`config.mk`:
```
export PLATFORM = sky130hd
export DESIGN_NAME = bus_arbiter
export DESIGN_NICKNAME = d
export VERILOG_FILES = /design/src/rtl/bus_arbiter.sv
export SDC_FILE = /design/constraint.sdc
export NUM_CORES = 1
export LEC_CHECK = 0
export ABC_AREA = 1
export BUFFER_PORTS_ARGS = -buffer_cell sky130_fd_sc_hd__buf_2
export CORE_AREA = 5 5 95 97
export CTS_BUF_LIST = sky130_fd_sc_hd__clkbuf_2 sky130_fd_sc_hd__clkbuf_4 sky130_fd_sc_hd__clkbuf_8
export DETAILED_ROUTE_END_ITERATION = 8
export DIE_AREA = 0 0 100 102
export GPL_ROUTABILITY_DRIVEN = 1
export PLACE_DENSITY = 0.76
export SLEW_MARGIN = 10
export SYNTH_ARGS = -nofsm -noshare
export SYNTH_HDL_FRONTEND = slang
export SYNTH_SLANG_ARGS = --single-unit
export TNS_END_PERCENT = 20
```
`constraint.sdc`:
```
create_clock -name clk -period 1.6 [get_ports clk]
set_input_delay 0.32 -clock clk [delete_from_list [all_inputs] [get_ports clk]]
set_output_delay 0.32 -clock clk [all_outputs]
set_load 0.02 [all_outputs]
```
`src/rtl/bus_arbiter.sv`:
```
// RAM arbiter between the CPU and NCHAN DMA channels. Each DMA tenure lasts at most BURST cycles.
// Define BUS_ARB_ROUND_ROBIN_EN to get round-robin winner selection. The default is fixed priority, lowest channel first.
//   state  | meaning
//   S_IDLE | CPU owns the RAM port
//   S_DMA  | channel r_grant owns the RAM port, r_cnt = cycles granted so far
module bus_arbiter #(
    parameter int NCHAN = 4,
    parameter int BURST = 4,
    parameter int AW    = 22
) (
    input  logic                  clk,
    input  logic                  reset_n,
    input  logic                  bus_arbitrate,
    input  logic [AW-1:0]         cpu_addr,
    input  logic [15:0]           cpu_data_in,
    input  logic                  cpu_rd,
    input  logic                  cpu_wr,
    input  logic                  cpu_byte_op,
    input  logic [NCHAN-1:0]      dma_req,
    input  logic [NCHAN*AW-1:0]   dma_addr,
    input  logic [NCHAN*16-1:0]   dma_data_out,
    input  logic [NCHAN-1:0]      dma_rd,
    input  logic [NCHAN-1:0]      dma_wr,
    output logic                  bus_ack,
    output logic [NCHAN-1:0]      dma_ack,
    output logic [2:0]            grant_chan,
    output logic [AW-1:0]         ram_addr,
    output logic [15:0]           ram_data_out,
    output logic                  ram_rd,
    output logic                  ram_wr,
    output logic                  ram_byte_op
);

    typedef enum logic {S_IDLE = 1'b0, S_DMA = 1'b1} state_t;

    state_t       r_state;
    logic [3:0]   r_cnt;
    logic [2:0]   r_grant;

    logic [2:0]   w_win;
    logic         w_req_cur;
    logic [AW-1:0] w_dma_addr;
    logic [15:0]  w_dma_data;
    logic         w_dma_rd;
    logic         w_dma_wr;

`ifdef BUS_ARB_ROUND_ROBIN_EN
    // Until the first grant after reset, the search starts at channel 0, so the grant order is 0,1,2,...
    logic         r_seen;
    logic [3:0]   w_start;
    logic         w_found;

    always_comb begin
        w_win   = 3'd0;
        w_found = 1'b0;
        w_start = r_seen ? ({1'b0, r_grant} + 4'd1) : 4'd0;
        for (int k = 0; k < NCHAN; k++) begin
            for (int j = 0; j < NCHAN; j++) begin
                if (!w_found && dma_req[j] && (j == (int'(w_start) + k) % NCHAN)) begin
                    w_win   = 3'(j);
                    w_found = 1'b1;
                end
            end
        end
    end

    always_ff @(posedge clk or negedge reset_n) begin
        if (!reset_n)
            r_seen <= 1'b0;
        else if (r_state == S_IDLE && bus_arbitrate && (|dma_req))
            r_seen <= 1'b1;
    end
`else
    always_comb begin
        w_win = 3'd0;
        for (int j = NCHAN - 1; j >= 0; j--) begin
            if (dma_req[j])
                w_win = 3'(j);
        end
    end
`endif

    always_comb begin
        w_req_cur  = 1'b0;
        w_dma_addr = '0;
        w_dma_data = 16'd0;
        w_dma_rd   = 1'b0;
        w_dma_wr   = 1'b0;
        for (int i = 0; i < NCHAN; i++) begin
            if (r_grant == 3'(i)) begin
                w_req_cur  = dma_req[i];
                w_dma_addr = dma_addr[i*AW +: AW];
                w_dma_data = dma_data_out[i*16 +: 16];
                w_dma_rd   = dma_rd[i];
                w_dma_wr   = dma_wr[i];
            end
        end
    end

    always_ff @(posedge clk or negedge reset_n) begin
        if (!reset_n) begin
            r_state <= S_IDLE;
            r_cnt   <= 4'd0;
            r_grant <= 3'd0;
        end else begin
            case (r_state)
                S_IDLE: begin
                    if (bus_arbitrate && (|dma_req)) begin
                        r_state <= S_DMA;
                        r_cnt   <= 4'd1;
                        r_grant <= w_win;
                    end
                end
                S_DMA: begin
                    if (w_req_cur && (r_cnt < 4'(BURST))) begin
                        r_cnt <= r_cnt + 4'd1;
                    end else begin
                        r_state <= S_IDLE;
                        r_cnt   <= 4'd0;
                    end
                end
            endcase
        end
    end

    // The RAM port is a pure mux on the state, so an asynchronous reset hands it back to the CPU at once.
    always_comb begin
        bus_ack     = (r_state == S_IDLE);
        dma_ack     = '0;
        ram_addr    = cpu_addr;
        ram_data_out = cpu_data_in;
        ram_rd      = cpu_rd;
        ram_wr      = cpu_wr;
        ram_byte_op = cpu_byte_op;
        if (r_state == S_DMA) begin
            for (int i = 0; i < NCHAN; i++)
                dma_ack[i] = (r_grant == 3'(i));
            ram_addr     = w_dma_addr;
            ram_data_out = w_dma_data;
            ram_rd       = w_dma_rd;
            ram_wr       = w_dma_wr;
            ram_byte_op  = 1'b0;
        end
    end

    assign grant_chan = r_grant;

endmodule

```
==> flow_metrics.tcl <==
set metrics [dict create \
    status "finished, violations left" \
    violations "negative setup slack" \
    timing_hold_violations_final 0 \
    cp-end-kind "primary output" \
    die-width_um 100 \
    clock_insertion_delay_worst_skew_ns 0.22 \
    final_net_count 890 \
    grt_start_max_net_pins 31 \
    clock_tree.buffer_depth 2 \
    placement.io_buffers 255 \
    dp_hpwl_um 9020 \
    max_freq_mhz 520 \
    timing.critical_path.from_type "register" \
    ir_drop_mv 0.918 \
    whs_ns 0.398 \
    p_leak_uw 0.00234 \
    synth-warning-count 0 \
    grt.total_usage_pct 19.4 \
    mappedNetlistNets 619 \
    post_drt_wl_per_cell_um 14.6 \
    commonest_non_fill_non_tap_cell_in_the_layout "sky130_fd_sc_hd__nand2_1" \
    clock_tree.root_cell "sky130_fd_sc_hd__clkbuf_8" \
    detail_route.iter0.violations 123 \
    post-place-cells 769 \
    drt.antenna.violating_nets 0 \
    post_synth_edffs 0 \
    clock-sinks 7 \
    asyncSetResetFlopFracSynth_pct 100 \
    min-delay-path-class "input port to register" \
    rsz_0062_raised_after_global_routing "true" \
    wirelength_um 11400 \
    antennaDiodeCount 0 \
    finalCoreUtilization_pct 51.9 \
    timing_max_transition_violations_final 0 \
    timing.final.crit_period_ns 1.92 \
    initial_antenna_violation_count 0 \
    critical_path_class "register to primary output" \
    finalCritPeriodShare_pct 120 \
    synth.top_cells.by_area "sky130_fd_sc_hd__nand2_1 52%, sky130_fd_sc_hd__dfrtp_1 9.3%, sky130_fd_sc_hd__nand4_1 9.0%" \
    layout.cells.most_common_list "221 x sky130_fd_sc_hd__nand2_1, 216 x sky130_fd_sc_hd__buf_2, 35 x sky130_fd_sc_hd__nand2_2, 31 x sky130_fd_sc_hd__buf_6, 30 x sky130_fd_sc_hd__buf_4" \
    gp_congestion 0.861 \
    power.density_cell_area_nw_per_um2 1930 \
    non_filler_cells_in_the_finished_layout 785 \
    cp.arrival_ns 1.60 \
    die_h_um 102 \
    die_area_um2 10200 \
    synth_sequential_area_ratio_pct 9.33 \
    drive_above_1_share_pct 53.7 \
    drc 0 \
    tritoncts "yes" \
    first_pass_iters 4 \
    synth.ff_latch_count 7 \
    dominantRegCellSynth "sky130_fd_sc_hd__dfrtp_1" \
    cts_inserted_buffers 3 \
    worst_hold_path.num_cells 4 \
    totalNegativeSetupSlack_ns -11.21 \
    fp.coreArea_um2 8050 \
    synth_cell_types 21 \
    via_count 3594 \
    r2r.worst_path.cells 7 \
    grt_pass1_wl_um 16000 \
    yosys.area.top_type "sky130_fd_sc_hd__nand2_1" \
    final-setup-viol-count 41 \
    netlist_area_um2 1880 \
    grt_pass1_vias 3400 \
    via_per_inst 4.58 \
    placementRows 33 \
    clock-skew-final_ns 0.00131 \
    sequential_cell_area_um2 179 \
    setup_slack_ns -0.325 \
    critical_path_required_ns 1.28 \
    cap_violations 0 \
    areaGrowthSynthToFinish_pct 123 \
    crit_fanout 18 \
    post-synth-top-area-fraction_pct 51.6 \
    ioPinCount 257 \
    fillers 840 \
    start_util_pct 23.3 \
    post_synth.cell_area_avg_um2 4.58 \
    cts.htree.levels 1 \
    multi_input_area_um2 1760 \
    clk_pin_slew_worst_paths_ns 0.04 \
    overflow 0 \
    post_synth_inst_count 410 \
]
[power breakdown]
| group | leakage (uW) | internal [uW] | switching, uW | total, uW |
|---|---|---|---|---|
| registers | 0.0000855 | 250 | 107 | 357 |
| clock network | 0.0000262 | 189 | 69.7 | 258 |
| logic | 0.00223 | 3440 | 4030 | 7470 |
| total | 0.00234 | 3880 | 4210 | 8080 |
[flip-flops by register name (all words and copies together), names as in the netlist]
signal / count
r_cnt: 4
grant_chan: 2
r_state: 1
[path summary, 6_finish.rpt]
kind	from	to	slack (ns)
worst max-delay path	grant_chan[1]$_DFFE_PN0P_	ram_addr[19]	-0.32
worst min register to register	r_cnt[2]$_DFFE_PN0P_	r_cnt[2]$_DFFE_PN0P_	0.47
min in group asynchronous	reset_n	r_cnt[1]$_DFFE_PN0P_	0.46
worst min-delay path	dma_req[0]	grant_chan[0]$_DFFE_PN0P_	0.40
max in group asynchronous	reset_n	grant_chan[0]$_DFFE_PN0P_	0.97
worst max register to register	grant_chan[0]$_DFFE_PN0P_	r_cnt[0]$_DFFE_PN0P_	0.16
[cell families (layout without fill, tap and decap cells)]
logic type      after synthesis  count (layout)  synth area share (%)
flops                         7               7                  9.33
other cells                   1               1                 0.200
fa+ha+maj                     1               1                 0.667
simple gates                337             337                  73.4
compound gates               23              23                  6.67
buf+inv                      41             311                  9.73
[cells in the mapped netlist, types with 2 or more instances]
cell type	count
sky130_fd_sc_hd__a21oi_1	3
sky130_fd_sc_hd__buf_1	3
sky130_fd_sc_hd__buf_2	14
sky130_fd_sc_hd__buf_4	3
sky130_fd_sc_hd__clkbuf_1	8
sky130_fd_sc_hd__dfrtp_1	7
sky130_fd_sc_hd__inv_1	9
sky130_fd_sc_hd__inv_2	4
sky130_fd_sc_hd__nand2_1	258
sky130_fd_sc_hd__nand3_1	17
sky130_fd_sc_hd__nand3b_1	2
sky130_fd_sc_hd__nand4_1	27
sky130_fd_sc_hd__nor2_1	26
sky130_fd_sc_hd__nor3_1	5
sky130_fd_sc_hd__o21ai_1	11
sky130_fd_sc_hd__o22ai_1	8
[stage by stage]
| stage | total power (uW) | setup slack, ns | instance area [um2] |
|---|---|---|---|
| 2_1_floorplan | 4240 | -0.0194 | 2080 |
| 3_3_place_gp | 6550 | -0.0674 | 3680 |
| 3_5_place_dp | 6550 | -0.0916 | 3680 |
| 4_1_cts | 7490 | -0.305 | 3950 |
| 5_1_grt | 8710 | -0.405 | 4180 |
| 6_report | 8080 | -0.325 | 4180 |
[worst max-delay path: stages (launching register included)]
cell                      delay (ns)
sky130_fd_sc_hd__dfrtp_2        0.43
sky130_fd_sc_hd__buf_4          0.15
sky130_fd_sc_hd__nor2_4         0.13
sky130_fd_sc_hd__buf_12         0.16
sky130_fd_sc_hd__nand2_1        0.06
sky130_fd_sc_hd__nand3_1        0.07
sky130_fd_sc_hd__nand2_1        0.09
sky130_fd_sc_hd__o21ai_4        0.14
sky130_fd_sc_hd__buf_4          0.15
[what timing repair did]
action                                  in CTS  in global routing
setup buffers                                4                  5
hold endpoints to repair                     7                  0
endpoints found under the setup margin      41                 44
pin swaps                                    2                  8
hold buffers                                 1                  0
gates resized for setup                     52                 38
gates cloned                                 1                  3
[layout make-up]
type,instances,share of cell area (%)
inverter,13,1.35
sequential,7,4.28
tap,105,3.14
multi-input combinational,362,42.0
timing repair buffer,294,48.1
clock buffer,4,1.17
[metal layers]
layer	part of all wire [%]	vias up	GRT usage, %
li1	-	1842	-
met2	51	194	37.8
met5	0	-	0
met4	1.4	0	3.63
met3	10	10	3.69
met1	37	1548	22.0
No activity file was read; power rests on OpenSTA's default activity.
